File: config.mk
export PLATFORM = sky130hd
export DESIGN_NAME = sirv_debug_entry_ctrl
export DESIGN_NICKNAME = d
export VERILOG_FILES = /design/src/rtl/sirv_debug_pkg.sv /design/src/rtl/sirv_debug_entry_ctrl.sv
export SDC_FILE = /design/constraint.sdc
export NUM_CORES = 1
export LEC_CHECK = 0
export BUFFER_PORTS_ARGS = -buffer_cell sky130_fd_sc_hd__buf_2
export CAP_MARGIN = 5
export CORE_MARGIN = 4
export CORE_UTILIZATION = 54
export CTS_CLUSTER_SIZE = 14
export DETAILED_ROUTE_END_ITERATION = 8
export MAX_ROUTING_LAYER = met4
export PLACE_DENSITY = 0.85
export SKIP_LAST_GASP = 1
export SYNTH_ARGS = -nofsm -noshare
export SYNTH_HDL_FRONTEND = slang
export SYNTH_SLANG_ARGS = --single-unit
File: constraint.sdc
create_clock -name clk -period 8.9 [get_ports clk]
set_input_delay 0.445 -clock clk [delete_from_list [all_inputs] [get_ports clk]]
set_output_delay 0.445 -clock clk [all_outputs]
set_load 0.05 [all_outputs]
File: src/rtl/sirv_debug_pkg.sv
// sirv_debug_pkg: dcause codes and debug entry sequencer state encoding.
package sirv_debug_pkg;

    localparam logic [2:0] DCAUSE_NONE     = 3'd0;
    localparam logic [2:0] DCAUSE_EBREAK   = 3'd1;
    localparam logic [2:0] DCAUSE_TRIGGER  = 3'd2;
    localparam logic [2:0] DCAUSE_DEBUGINT = 3'd3;
    localparam logic [2:0] DCAUSE_STEP     = 3'd4;
    localparam logic [2:0] DCAUSE_HALT     = 3'd5;

    typedef enum logic [2:0] {
        ST_RUN,
        ST_ENTER_FLUSH,
        ST_ENTER_UPD,
        ST_DEBUG,
        ST_EXIT_FLUSH,
        ST_EXIT_UPD
    } dbg_state_e;

endpackage

File: src/rtl/sirv_debug_entry_ctrl.sv
// sirv_debug_entry_ctrl: arbitrates debug entry causes, stalls commit, redirects to the debug ROM
// and pulses the dpc/dcause CSR writes; dret restores the pc and leaves debug mode.
module sirv_debug_entry_ctrl
    import sirv_debug_pkg::*;
#(
    parameter int          PC_SIZE      = 32,
    parameter logic [31:0] DBG_ROM_ADDR = 32'h0000_0800,
    parameter logic [31:0] RESET_PC     = 32'h8000_0000
) (
    input  logic               clk,
    input  logic               rst,
    input  logic               cmt_valid,
    output logic               cmt_ready,
    input  logic [PC_SIZE-1:0] cmt_pc,
    input  logic [PC_SIZE-1:0] cmt_npc,
    input  logic               cmt_ebreak,
    input  logic               cmt_dret,
    input  logic               dbg_irq,
    input  logic               dbg_halt_r,
    input  logic               dbg_step_r,
    input  logic               dbg_ebreakm_r,
    input  logic               dbg_mode,
    input  logic [PC_SIZE-1:0] dpc_r,
    output logic [PC_SIZE-1:0] cmt_dpc,
    output logic               cmt_dpc_ena,
    output logic [2:0]         cmt_dcause,
    output logic               cmt_dcause_ena,
    output logic               flush_req,
    output logic [PC_SIZE-1:0] flush_pc,
    input  logic               flush_ack
);

    localparam logic [PC_SIZE-1:0] ROM_PC  = DBG_ROM_ADDR[PC_SIZE-1:0];
    localparam logic [PC_SIZE-1:0] INIT_PC = RESET_PC[PC_SIZE-1:0];

    dbg_state_e         state_q;
    logic [PC_SIZE-1:0] npc_q;
    logic [PC_SIZE-1:0] ev_dpc;
    logic [2:0]         ev_cause;
    logic               run, ev_brk, ev_halt, ev_step, retire, enter;

    // entry is only considered while the CSR block agrees the hart is running
    assign run       = (state_q == ST_RUN) && !dbg_mode;
    assign ev_brk    = run && cmt_valid && cmt_ebreak && dbg_ebreakm_r;
    assign ev_halt   = run && (dbg_irq || dbg_halt_r);
    assign cmt_ready = (state_q == ST_DEBUG) || (state_q == ST_RUN && !ev_brk && !ev_halt);
    assign retire    = cmt_valid && cmt_ready;
    assign ev_step   = run && retire && dbg_step_r;
    assign enter     = ev_brk || ev_halt || ev_step;
    assign ev_cause  = ev_brk ? DCAUSE_EBREAK : dbg_irq ? DCAUSE_DEBUGINT :
                       dbg_halt_r ? DCAUSE_HALT : DCAUSE_STEP;
    assign ev_dpc    = (ev_brk || (ev_halt && cmt_valid)) ? cmt_pc : ev_halt ? npc_q : cmt_npc;

    always_ff @(posedge clk or posedge rst) begin
        if (rst) begin
            state_q        <= ST_RUN;
            npc_q          <= INIT_PC;
            cmt_dpc        <= '0;
            cmt_dpc_ena    <= 1'b0;
            cmt_dcause     <= DCAUSE_NONE;
            cmt_dcause_ena <= 1'b0;
            flush_req      <= 1'b0;
            flush_pc       <= '0;
        end else begin
            cmt_dpc_ena    <= 1'b0;
            cmt_dcause_ena <= 1'b0;
            if (retire) npc_q <= cmt_npc;
            case (state_q)
                ST_RUN: if (enter) begin
                    state_q    <= ST_ENTER_FLUSH;
                    flush_req  <= 1'b1;
                    flush_pc   <= ROM_PC;
                    cmt_dpc    <= ev_dpc;
                    cmt_dcause <= ev_cause;
                end
                ST_ENTER_FLUSH: if (flush_ack) begin
                    state_q        <= ST_ENTER_UPD;
                    flush_req      <= 1'b0;
                    cmt_dpc_ena    <= 1'b1;
                    cmt_dcause_ena <= 1'b1;
                end
                ST_ENTER_UPD: state_q <= ST_DEBUG;
                ST_DEBUG: begin
                    if (flush_req && flush_ack) flush_req <= 1'b0;
                    if (retire && cmt_dret) begin
                        state_q   <= ST_EXIT_FLUSH;
                        flush_req <= 1'b1;
                        flush_pc  <= dpc_r;
                    end else if (retire && cmt_ebreak) begin
                        flush_req <= 1'b1;
                        flush_pc  <= ROM_PC;
                    end
                end
                ST_EXIT_FLUSH: if (flush_ack) begin
                    state_q        <= ST_EXIT_UPD;
                    flush_req      <= 1'b0;
                    cmt_dcause     <= DCAUSE_NONE;
                    cmt_dcause_ena <= 1'b1;
                end
                ST_EXIT_UPD: begin
                    state_q <= ST_RUN;
                    npc_q   <= dpc_r;
                end
                default: state_q <= ST_RUN;
            endcase
        end
    end

endmodule

# [Yosys cells after proc, flatten, opt, wreduce, memory -nomap -nowiden]
# Cells that the tools add are included.
[totals] word_cells=81 out_inout_bits=71 ff_bits=105
[op_classes] eq_ne=12 mux=28 n_reduce_logical=33
[ops] operator="two-way mux 32 bit" n=7
[ops] operator="one-hot mux 32 bit (2 select lines)" n=1
[ops] operator="two-way mux 3 bit" n=8
[ops] operator="one-hot mux 3 bit (5 select lines)" n=1
[ops] operator="logical AND 1 bit" n=14
[ops] operator="two-way mux 1 bit" n=9
[ops] operator="AND reduction 4 bit" n=2
[ops] operator="equality test 3 x 2 -> 1 bit, second input constant" n=2
[ops] operator="equality test 3 bit, second input constant" n=2
[ops] operator="inequality test 2 bit, second input constant" n=3
[ops] operator="one-hot mux 3 bit (2 select lines)" n=1
[ops] operator="AND reduction 3 bit" n=2
[ops] operator="nonzero test 2 bit" n=3
[ops] operator="logical OR 1 bit" n=5
[ops] operator="inequality test 2 x 1 -> 1 bit, second input constant" n=2
[ops] operator="inequality test 4 x 1 -> 1 bit, second input constant" n=1
[ops] operator="equality test 3 x 1 -> 1 bit, second input constant" n=1
[ops] operator="logical NOT 1 bit" n=3
[ops] operator="logical NOT 3 bit" n=1
[ops] operator="inequality test 3 x 1 -> 1 bit, second input constant" n=1
[ops] operator="one-hot mux 1 bit (3 select lines)" n=1
[ops] operator="nonzero test 3 bit" n=1
[ops] operator="AND reduction 2 bit" n=1
[ops] operator="OR reduction 2 bit" n=1

# [Depth between registers and ports, before layout]
# Gate-level depths: netlist (run 1).
[logic_depth] depth_word=15 ltp_mapped=6 depth_no_buf=4

# [Worst setup path after synthesis (run 1)]
# No wires, ideal clock.
[synth_path] kind="register -> output" start="reg state_q[1]" end="out cmt_ready" arrival_ns=1.769 n_path_buf=1 setup_slack_ns=6.686 required_ns=8.455 path_stages_with_launch=5 cell_sequence="dfrtp_1 > clkbuf_1 > or2_4 > o31a_1 > nor2_1"
[synth_between] elab_chain_cells=9 word_cells_on_any_way=12
[synth_rtl] item="from (decl)" line="sirv_debug_entry_ctrl.sv:36" rtl="dbg_state_e state_q;"
[synth_rtl] item="from (signal assigned)" line="sirv_debug_entry_ctrl.sv:56" rtl="state_q <= ST_RUN;"
[synth_rtl] item="from (signal assigned)" line="sirv_debug_entry_ctrl.sv:70" rtl="state_q <= ST_ENTER_FLUSH;"
[synth_rtl] item="from (signal assigned)" line="sirv_debug_entry_ctrl.sv:77" rtl="state_q <= ST_ENTER_UPD;"
[synth_rtl] item="logical NOT 3 bit" line="sirv_debug_entry_ctrl.sv:43, sirv_debug_entry_ctrl.sv:46"
[synth_rtl] item="logical AND 1 bit" line="sirv_debug_entry_ctrl.sv:43" rtl="assign run = (state_q == ST_RUN) && !dbg_mode;"
[synth_rtl] item="logical AND 1 bit (3 in a row)" line="sirv_debug_entry_ctrl.sv:44" rtl="assign ev_brk = run && cmt_valid && cmt_ebreak && dbg_ebreakm_r;"
[synth_rtl] item="logical NOT 1 bit" line="sirv_debug_entry_ctrl.sv:46" rtl="assign cmt_ready = (state_q == ST_DEBUG) || (state_q == ST_RUN && !ev_brk && !ev_halt);"
[synth_rtl] item="logical AND 1 bit (2 in a row)" line="sirv_debug_entry_ctrl.sv:46"
[synth_rtl] item="logical OR 1 bit (*)" line="sirv_debug_entry_ctrl.sv:46"
[synth_rtl] item="to (decl)" line="sirv_debug_entry_ctrl.sv:13" rtl="output logic cmt_ready,"
# Mark *: on every way between the ends. The rest lies on a longest branch, timed or not.

# [Worst setup path after layout (run 1)]
[layout_path] start="reg state_q[2]" end="reg flush_req"
[layout_between] elab_chain_cells=15 word_cells_on_any_way=30
[layout_rtl] item="logical NOT 3 bit" line="sirv_debug_entry_ctrl.sv:43, sirv_debug_entry_ctrl.sv:46, sirv_debug_entry_ctrl.sv:68"
[layout_rtl] item="logical AND 1 bit" line="sirv_debug_entry_ctrl.sv:43"
[layout_rtl] item="logical AND 1 bit (3 in a row)" line="sirv_debug_entry_ctrl.sv:44"
[layout_rtl] item="logical NOT 1 bit" line="sirv_debug_entry_ctrl.sv:46"
[layout_rtl] item="logical AND 1 bit (2 in a row)" line="sirv_debug_entry_ctrl.sv:46"
[layout_rtl] item="logical OR 1 bit" line="sirv_debug_entry_ctrl.sv:46"
[layout_rtl] item="logical AND 1 bit" line="sirv_debug_entry_ctrl.sv:47" rtl="assign retire = cmt_valid && cmt_ready;"
[layout_rtl] item="logical AND 1 bit (2 in a row)" line="sirv_debug_entry_ctrl.sv:48" rtl="assign ev_step = run && retire && dbg_step_r;"
[layout_rtl] item="logical OR 1 bit" line="sirv_debug_entry_ctrl.sv:49" rtl="assign enter = ev_brk || ev_halt || ev_step;"
[layout_rtl] item="inequality test 2 bit (no source line)"
[layout_rtl] item="AND reduction 4 bit (no source line)"
[layout_rtl] item="to (signal assigned)" line="sirv_debug_entry_ctrl.sv:62" rtl="flush_req <= 1'b0;"
[layout_rtl] item="to (signal assigned)" line="sirv_debug_entry_ctrl.sv:71" rtl="flush_req <= 1'b1;"
[layout_rtl] item="to (signal assigned)" line="sirv_debug_entry_ctrl.sv:78" rtl="flush_req <= 1'b0;"
[layout_rtl] item="to (decl)" line="sirv_debug_entry_ctrl.sv:28" rtl="output logic flush_req,"
# Several ways; a longest one is shown, not always the timed one.
# A chain may end at the register's enable or synchronous reset.

==> impl_metrics.tcl, run 1 <==
set metrics [dict create \
    drv_slew 0 \
    drc 0 \
    synthArstFlopShare_pct 100 \
    tightest_slew_ns 1.14 \
    hold_viol_final 0 \
    clk_pin_slew_worst_paths_ns 0.11 \
    dieWidth_um 105 \
    viasPerCell 6.39 \
    start_util_pct 55.2 \
    area_growth_pct 22.7 \
    ys_warn_count 0 \
    grt_pass1_vias 4767 \
    portBuffers 177 \
    track_usage_pct 27.9 \
    use_met1_pct 37.3 \
    fillers 704 \
    finalCritPeriodShare_pct 29.3 \
    drive_gt1_share_pct 38.4 \
    finalClockSkew_ns 0.0118 \
    maxSlewHeadroom_pct 24.1 \
    synth-seq-cells 105 \
    utilization_pct 67.8 \
    num_antenna_cells 0 \
    ys.flop_type "dfrtp_1" \
    seq_area_frac_synth_pct 51.8 \
    dieArea_sq_um 11000 \
    place_area_sq_um 6020 \
    antenna_found_initial 0 \
    grt_pass1_wl_um 24200 \
    worstSkewPairLatency_ns 0.37 \
    worst-setup-path-type "reg -> reg" \
    pin_count 178 \
    power_leakage_nw 3.12 \
    first_pass_iters 5 \
    drv_cap 0 \
    dpl.cell_count 718 \
    cts_repair_resize_count 0 \
    endpoint_kind "flop" \
    synth_area_sq_um 5080 \
    yosysUniqueCellTypes 47 \
    synth_enable_flop_cells 0 \
    worstPathMaxFanout 35 \
    synthCells 460 \
    arrival_ns 2.78 \
    layout_min_cycle_time_ns 2.61 \
    final_antenna_net_count 0 \
    synth_nets 567 \
    cts_buffers 9 \
    vias 4687 \
    stdcell_area_sq_um 6230 \
    met3_usage_pct 4.14 \
    hold_class "in -> async" \
    die_h_um 105 \
    htreeDepth 3 \
    wirelength_um 15100 \
    postSynthAreaPerCell_sq_um 11.0 \
    status "finished, final reports clean" \
    fmax_ghz 0.384 \
    met2_usage_pct 42.9 \
    cts_root_buffer "clkbuf_8" \
    finalNonFillerCells 734 \
    required_ns 9.07 \
    clockBufferDepth 2 \
    grt_busiest_layer "met2" \
    nNetsFinal 725 \
    core.rowCount 35 \
    power_density_nw_per_um2 380 \
    startpoint_type "flop" \
    power_mw 2.37 \
    tns_ns 0 \
    avgRoutedWirePerCell_um 20.5 \
    grt_max_degree 84 \
    cts.hold.buffers_added 0 \
    core-area_sq_um 9200 \
    gp_congestion 0.914 \
    setup_viol_count_final 0 \
    hpwl_um 10400 \
    cts_tree "built" \
    cts_num_sinks 105 \
    drt_iter0_drc 338 \
    irDropWorstVdd_uv 202 \
    gr-total-overflow 0 \
    ff2ff_path_depth 5 \
    cts_setup_buffers 0 \
    rsz0062_at_grt "no" \
]
critical path, stage by stage, from the launching register on:
cell	delay, ns
dfrtp_1	0.59
or3_1	0.17
buf_4	0.36
nor3_2	0.14
a31oi_4	0.84
o311ai_0	0.30
layer usage:
layer  share of wire, %  wire [um]
met5                  0          0
met4                2.7        412
met1                 42       6300
met3                7.6       1140
met2                 48       7210
flip-flops by register name, indices dropped and copies added (netlist names):
name and count:
cmt_dpc_ena 1, npc_q 32, flush_pc 32, flush_req 1, cmt_dcause 3, state_q 3, cmt_dpc 32, cmt_dcause_ena 1
where the power goes:
part | switching (mW) | internal (mW)
registers | 0.148 | 0.677
logic | 0.854 | 0.375
clock network | 0.178 | 0.136
total | 1.18 | 1.19
metrics by stage:
| stage | setup slack (ns) | hold slack, ns |
|---|---|---|
| after detailed placement | 6.25 | 0.415 |
| after global routing | 6.17 | 0.0166 |
| after global placement | 6.41 | 0.411 |
| after CTS | 6.34 | 0.00803 |
| after floorplan | 5.70 | 0.479 |
| final | 6.29 | 0.00806 |
cell families (layout without fill, tap and decap cells):
kind of cell	Yosys count	in the layout	synth area share [%]
AO/OA/AOI/OAI	150	150	29.1
buffers and inverters	72	235	5.96
flip-flops	105	105	51.8
AND/OR/NAND/NOR	133	133	13.2
Yosys cell counts (2+ instances only):
master      n  area (sq um)
nor3_1      2          10.0
dfrtp_1   104          2600
nand3b_1    3          22.5
o21ai_0     2          10.0
nand2_1    35           131
nor2_2      2          12.5
buf_2      17          85.1
o311ai_0    2          17.5
a221o_1    32           320
a31o_2      3          26.3
and4b_1     2          20.0
a221oi_1   11          96.3
buf_4       3          22.5
and2_1     32           200
a22o_1     31           272
nand2b_1    5          31.3
nor2b_1     3          18.8
nor2_1     38           143
a221oi_2   20           300
inv_1      34           128
o221ai_1   31           272
nand3_1     4          20.0
clkbuf_1   17          63.8
a21oi_1     4          20.0
final cells by class:
cell class	count	area, sq um	area share [%]
Sequential cell	105	2630	42.2
Multi-Input combinational cell	283	2170	34.9
Timing Repair Buffer	185	946	15.2
Tap cell	111	139	2.23
Inverter	34	130	2.09
Clock buffer	9	124	1.99
Clock inverter	7	91.3	1.47
worst paths after layout:
path                             start     endpoint  slack, ns
max in group asynchronous          rst     npc_q[3]       7.58
setup reg to reg            state_q[2]    flush_req       6.29
hold / removal                     rst    npc_q[15]      0.008
hold reg to reg            flush_pc[0]  flush_pc[0]       0.50
setup / recovery            state_q[2]    flush_req       6.29
min in group clk              dpc_r[4]  flush_pc[4]       0.31
cell usage in the layout (no fill, tap or decap), types with 2 or more instances in the layout:
master / Yosys / layout
a31o_2: 3 / 3
clkbuf_8: 0 / 9
a22o_1: 31 / 31
a221oi_2: 20 / 20
nand2b_1: 5 / 5
o21ai_0: 2 / 2
o311ai_0: 2 / 2
and4b_1: 2 / 2
nor2_1: 38 / 36
nor2b_1: 3 / 3
dfrtp_1: 104 / 104
a221o_1: 32 / 32
and2_1: 32 / 32
nand3_1: 4 / 4
buf_2: 17 / 177
nor2_2: 2 / 3
nor3_1: 2 / 2
clkinv_4: 0 / 3
nand2_1: 35 / 35
buf_4: 3 / 8
nand3b_1: 3 / 3
a221oi_1: 11 / 11
a21oi_1: 4 / 4
inv_1: 34 / 33
o221ai_1: 31 / 31
Note: power is estimated with default switching activity, not from simulation.
==> run 2: changes to the inputs <==
--- a/config.mk
+++ b/config.mk
@@ -5,14 +5,15 @@
 export SDC_FILE = /design/constraint.sdc
 export NUM_CORES = 1
 export LEC_CHECK = 0
+export ABC_AREA = 1
 export BUFFER_PORTS_ARGS = -buffer_cell sky130_fd_sc_hd__buf_2
 export CAP_MARGIN = 5
 export CORE_MARGIN = 4
-export CORE_UTILIZATION = 54
+export CORE_UTILIZATION = 51
 export CTS_CLUSTER_SIZE = 14
 export DETAILED_ROUTE_END_ITERATION = 8
 export MAX_ROUTING_LAYER = met4
-export PLACE_DENSITY = 0.85
+export PLACE_DENSITY = 0.81
 export SKIP_LAST_GASP = 1
 export SYNTH_ARGS = -nofsm -noshare
 export SYNTH_HDL_FRONTEND = slang
==> constraint.sdc (replaced) <==
create_clock -name clk -period 2.7 [get_ports clk]
set_input_delay 0.135 -clock clk [delete_from_list [all_inputs] [get_ports clk]]
set_output_delay 0.135 -clock clk [all_outputs]
set_load 0.05 [all_outputs]
==> run 2 against run 1 <==
Compared with the run above: sequential share of layout area fell by 3.2 points; count of clock-buffer cells in the layout did not move; setup slack got worse by 5.7 ns; via count rose by 14%; sequential power rose to 3.2 times the previous value; power rose to 3.3 times the previous value; critical endpoint is now flush_pc[11]; highest routed layer unchanged.
==> impl_metrics.tcl, run 2 <==
set metrics [dict create \
    drv_cap 0 \
    start_util_pct 53.1 \
    cts_tree "built" \
    wirelength_um 15200 \
    final_common_cell "nand2_1" \
    seq_area_frac_synth_pct 50.2 \
    synth_nets 797 \
    endpoint_kind "flop" \
    nNetsFinal 987 \
    drc 0 \
    synth_area_sq_um 5230 \
    first_pass_iters 7 \
    worst-setup-path-type "reg -> reg" \
    yosysUniqueCellTypes 24 \
    num_antenna_cells 0 \
    synth_enable_flop_cells 0 \
    dieArea_sq_um 11900 \
    ys_warn_count 0 \
    finalClockSkew_ns 0.0150 \
    avgRoutedWirePerCell_um 14.9 \
    fillers 808 \
    slowest_stage "dfrtp_1" \
    clk_pin_slew_worst_paths_ns 0.10 \
    cts_num_sinks 105 \
    place_area_sq_um 6240 \
    grt_max_degree 55 \
    htreeDepth 3 \
    antenna_found_initial 0 \
    gp_congestion 0.945 \
    status "finished, final reports clean" \
    vias 5339 \
    cts_setup_buffers 0 \
    dieWidth_um 109 \
    arrival_ns 2.40 \
    postSynthAreaPerCell_sq_um 7.59 \
    core.rowCount 36 \
    hold_class "in -> reg" \
    cts_buffers 9 \
    grt_pass1_wl_um 24700 \
    layout_min_cycle_time_ns 2.10 \
    hold_viol_final 0 \
    track_usage_pct 26.9 \
    synthArstFlopShare_pct 100 \
    die_h_um 109 \
    critPathMaxStageDelay_ns 0.45 \
    maxSlewHeadroom_pct 60.3 \
    post-synth-top-area-cell "dfrtp_1" \
    tightest_slew_ns 0.595 \
    worstPathMaxFanout 25 \
    final_antenna_net_count 0 \
    required_ns 3.00 \
    drive_gt1_share_pct 26.1 \
    synthTopCellsByArea "dfrtp_1, nand2_1, nor2_1" \
    clockBufferDepth 2 \
    gr-total-overflow 0 \
    viasPerCell 5.24 \
    area_growth_pct 28.7 \
    tns_ns 0 \
    synth_common_cells "nand2_1, dfrtp_1, nor2_1, nand3_1" \
    fmax_ghz 0.475 \
    synth-seq-cells 105 \
    final_cell_mix "nand2_1, buf_2, dfrtp_1, nor2_1, nand3_1" \
    drv_slew 0 \
    cpMostUsedCell "nand3_2" \
    worst_hold_slack_ns 0.0129 \
    synth_most_common_cell "nand2_1" \
    stdcell_area_sq_um 6740 \
    power_density_nw_per_um2 1170 \
    setup_viol_count_final 0 \
    drt_iter0_drc 322 \
    reg_top3 "cmt_dpc (32), flush_pc (32), npc_q (32)" \
    finalCritPeriodShare_pct 77.9 \
    core-area_sq_um 9860 \
    startpoint_type "flop" \
    grt_pass1_vias 5185 \
    cts_root_buffer "clkbuf_8" \
    portBuffers 177 \
    pin_count 178 \
    rsz0062_at_grt "no" \
    synthCells 690 \
    power_leakage_nw 3.86 \
    irDropWorstVdd_uv 712 \
    netlist.area_leader.share_pct 49.7 \
    worstSkewPairLatency_ns 0.37 \
    hpwl_um 10600 \
    crit_chain "inv_2 > nand2_2 > nor2_2 > nand3_2 > nand3_2 > nand2_4 > nand3_2 > nand2_4 > inv_2 > buf_4 > nand3_1 > nand2_1" \
    ys.flop_type "dfrtp_1" \
]
[run 2: metal layers]
| metal | part of all wire [%] | global-route usage, % | up-vias |
|---|---|---|---|
| met2 | 48 | 43.2 | 226 |
| li1 | - | - | 2584 |
| met1 | 41 | 34.0 | 2481 |
| met5 | 0 | - | - |
| met3 | 6.6 | 4.35 | 48 |
| met4 | 3.7 | 11.8 | 0 |
[run 2: cell families (layout without fill, tap and decap cells)]
logic type / count (synthesis) / count (layout) / synth area share [%]
compound gates: 92 / 92 / 9.68
buf+inv: 83 / 278 / 7.10
flops: 105 / 105 / 50.2
mux: 11 / 11 / 2.10
simple gates: 399 / 399 / 30.9
[run 2: final timing paths]
check	slack, ns	start	cells past startpoint	end
hold reg to reg	0.48	cmt_dpc[3]	2	cmt_dpc[3]
hold / removal	0.01	dpc_r[8]	3	flush_pc[8]
max in group asynchronous	1.48	rst	4	npc_q[31]
setup / recovery	0.60	state_q[1]	12	flush_pc[11]
setup reg to reg	0.60	state_q[1]	12	flush_pc[11]
min in group asynchronous	0.37	rst	3	cmt_dcause_ena
[run 2: power by group]
part           total [mW]  switching (mW)  internal (mW)
combinational        4.10            3.04           1.06
sequential           2.66           0.398           2.26
clock                1.10           0.569          0.532
[run 2: final cells by class]
cell class              count  area, sq um  share of cell area [%]
inverters                  42          161                    2.40
flip-flops and latches    105         2630                    39.0
clock inverters             7          104                    1.54
repair buffers            220         1310                    19.5
well taps                 133          166                    2.47
clock buffers               9          124                    1.84
multi-input cells         502         2240                    33.2
[run 2: what timing repair did]
item / 4_1_cts / 5_1_grt
endpoints found under the hold margin: 51 / 0
gates resized for setup: 0 / 0
hold buffers: 27 / 0
[run 2: critical path, delay by kind of cell (launching register included)]
kind | cells | cell delay (ns)
simple gates | 9 | 0.86
buf+inv | 3 | 0.73
flops | 1 | 0.45
[run 2: through the flow]
| stage | std cells | setup slack [ns] | utilization, % | power, mW |
|---|---|---|---|---|
| finish | 1018 | 0.597 | 68.3 | 7.86 |
| global route | 1018 | 0.414 | 68.3 | 8.38 |
| CTS | 1018 | 0.600 | 68.3 | 7.87 |
| detailed placement | 975 | 0.635 | 63.2 | 6.75 |
| global placement | 975 | 0.723 | 63.2 | 6.63 |
| floorplan | 690 | 0.942 | - | 5.73 |
==> run 3: changes to the inputs <==
==> constraint.sdc (replaced) <==
create_clock -name clk -period 2 [get_ports clk]
set_input_delay 0.1 -clock clk [delete_from_list [all_inputs] [get_ports clk]]
set_output_delay 0.1 -clock clk [all_outputs]
set_load 0.05 [all_outputs]
==> run 3 against run 2 <==
Compared with the run above: critical path depth did not move; count of clock-buffer cells in the layout is 1 higher; clock skew about the same; setup slack lost 0.45 ns; sequential share of layout area fell by 0.63 points; via count up 1.8%; final cell count rose by 1.1%; sequential power is 36% higher; highest routed layer unchanged.
==> impl_metrics.tcl, run 3 (synthesis gave the netlist of run 2 again) <==
set metrics [dict create \
    status "finished, final reports clean" \
    worstPathBufferInverterCount 3 \
    grt_max_degree 56 \
    ff2ff_path_depth 12 \
    endpoint_kind "flop" \
    clk_pin_slew_worst_paths_ns 0.10 \
    clockBufferDepth 2 \
    avgRoutedWirePerCell_um 15.4 \
    nNetsFinal 997 \
    top_layer "met4" \
    finalNonFillerCells 1029 \
    slowest_stage "dfrtp_1" \
    first_pass_iters 5 \
    cts_setup_buffers 0 \
    hold_viol_final 0 \
    drt_iter0_drc 292 \
    path_delay_family "simple AND/OR/NAND/NOR gates" \
    die_h_um 109 \
    area_growth_pct 30.8 \
    cts_num_sinks 105 \
    hpwl_um 10900 \
    layout_min_cycle_time_ns 1.86 \
    worst-setup-path-type "reg -> reg" \
    power_density_nw_per_um2 1550 \
    cpMostUsedCell "nand3_2" \
    tightest_slew_ns 0.328 \
    cts_root_buffer "clkbuf_8" \
    antenna_found_initial 0 \
    power_leakage_nw 3.92 \
    htreeDepth 3 \
    drc 0 \
    fillers 788 \
    gp_congestion 0.935 \
    vias 5437 \
    wl_met2_um 7770 \
    wirelength_um 15800 \
    grt_pass1_vias 5199 \
    final_antenna_net_count 0 \
    fmax_ghz 0.539 \
    finalCritPeriodShare_pct 92.8 \
    startpoint_type "flop" \
    place_area_sq_um 6290 \
    core.rowCount 36 \
    grt_pass1_wl_um 24900 \
    finalClockSkew_ns 0.0147 \
    hold_class "in -> reg" \
    irDropWorstVdd_uv 803 \
    cp.depth 12 \
    dpl.cell_count 978 \
    start_util_pct 53.1 \
    final_cell_mix "nand2_1, buf_2, dfrtp_1, nor2_1, nand3_1" \
    tns_ns 0 \
    final_common_cell "nand2_1" \
    viasPerCell 5.28 \
    power_mw 10.6 \
    reg_top3 "cmt_dpc (32), flush_pc (32), npc_q (32)" \
    critPathMaxStageDelay_ns 0.46 \
    dieWidth_um 109 \
    track_usage_pct 27.5 \
    gr-total-overflow 0 \
    drive_gt1_share_pct 26.3 \
    hold_depth 3 \
    worstSkewPairLatency_ns 0.37 \
    cts_buffers 9 \
    utilization_pct 69.4 \
    drv_cap 0 \
    wl_met1_um 6360 \
    rsz0062_at_grt "yes" \
    dieArea_sq_um 11900 \
    setup_ws_ns 0.143 \
    arrival_ns 2.17 \
    crit_chain "inv_2 > nand2_2 > nor2_2 > nand3_2 > nand3_2 > nand2_4 > nand3_2 > nand2_4 > inv_2 > clkbuf_16 > nand3_1 > nand2_1" \
    pre_cts_ws_ns 0.158 \
    setup_viol_count_final 0 \
    worst_hold_slack_ns 0.0336 \
    cts_tree "built" \
    core-area_sq_um 9860 \
    worstPathMaxFanout 27 \
    wl_met3_um 1220 \
    drv_slew 0 \
    pin_count 178 \
    required_ns 2.31 \
    maxSlewHeadroom_pct 78.1 \
    portBuffers 177 \
    stdcell_area_sq_um 6850 \
]
-- run 3: cell count changes in the layout (fill, tap and decap cells not counted), moves of 2 or more --
cell	previous run	this run
dlygate4sd3_1	27	33
buf_12	3	5
clkinv_2	0	2
diode_2	0	2
-- run 3: final timing paths --
| kind | from | endpoint | slack (ns) |
|---|---|---|---|
| min in group asynchronous | rst | cmt_dpc[14] | 0.37 |
| max in group asynchronous | rst | npc_q[31] | 1.32 |
| worst min register to register | cmt_dpc[7] | cmt_dpc[7] | 0.48 |
| worst min-delay path | flush_ack | cmt_dcause_ena | 0.03 |
| worst max-delay path | state_q[1] | flush_pc[28] | 0.14 |
| worst max register to register | state_q[1] | flush_pc[28] | 0.14 |
-- run 3: cell type report --
cell class | instances | area (sq um) | area share, %
Sequential cell | 105 | 2630 | 38.4
Multi-Input combinational cell | 502 | 2240 | 32.7
Timing Repair Buffer | 230 | 1450 | 21.2
Tap cell | 133 | 166 | 2.43
Inverter | 42 | 161 | 2.36
Clock buffer | 10 | 138 | 2.01
Clock inverter | 5 | 56.3 | 0.822
Antenna cell | 2 | 5.00 | 0.0731
-- run 3: report_power, final --
group	switching (mW)	internal, mW	total, mW
registers	0.563	3.06	3.62
clock network	0.712	0.605	1.32
logic	4.15	1.50	5.65
-- run 3: repair_timing --
action | CTS | global route
resized for setup | 0 | 2
hold buffers | 33 | 0
setup endpoints to repair | 0 | 49
endpoints found under the hold margin | 136 | 0
-- run 3: worst reg2reg max path: cells and delay by family (launching register included) --
family	cells	cell delay, ns
buf+inv	3	0.46
flops	1	0.46
simple gates	9	0.86
-- run 3: layer usage --
layer	vias up	global-route usage, %
met5	-	-
li1	2599	-
met3	47	4.58
met2	272	45.3
met4	0	10.8
met1	2519	34.0
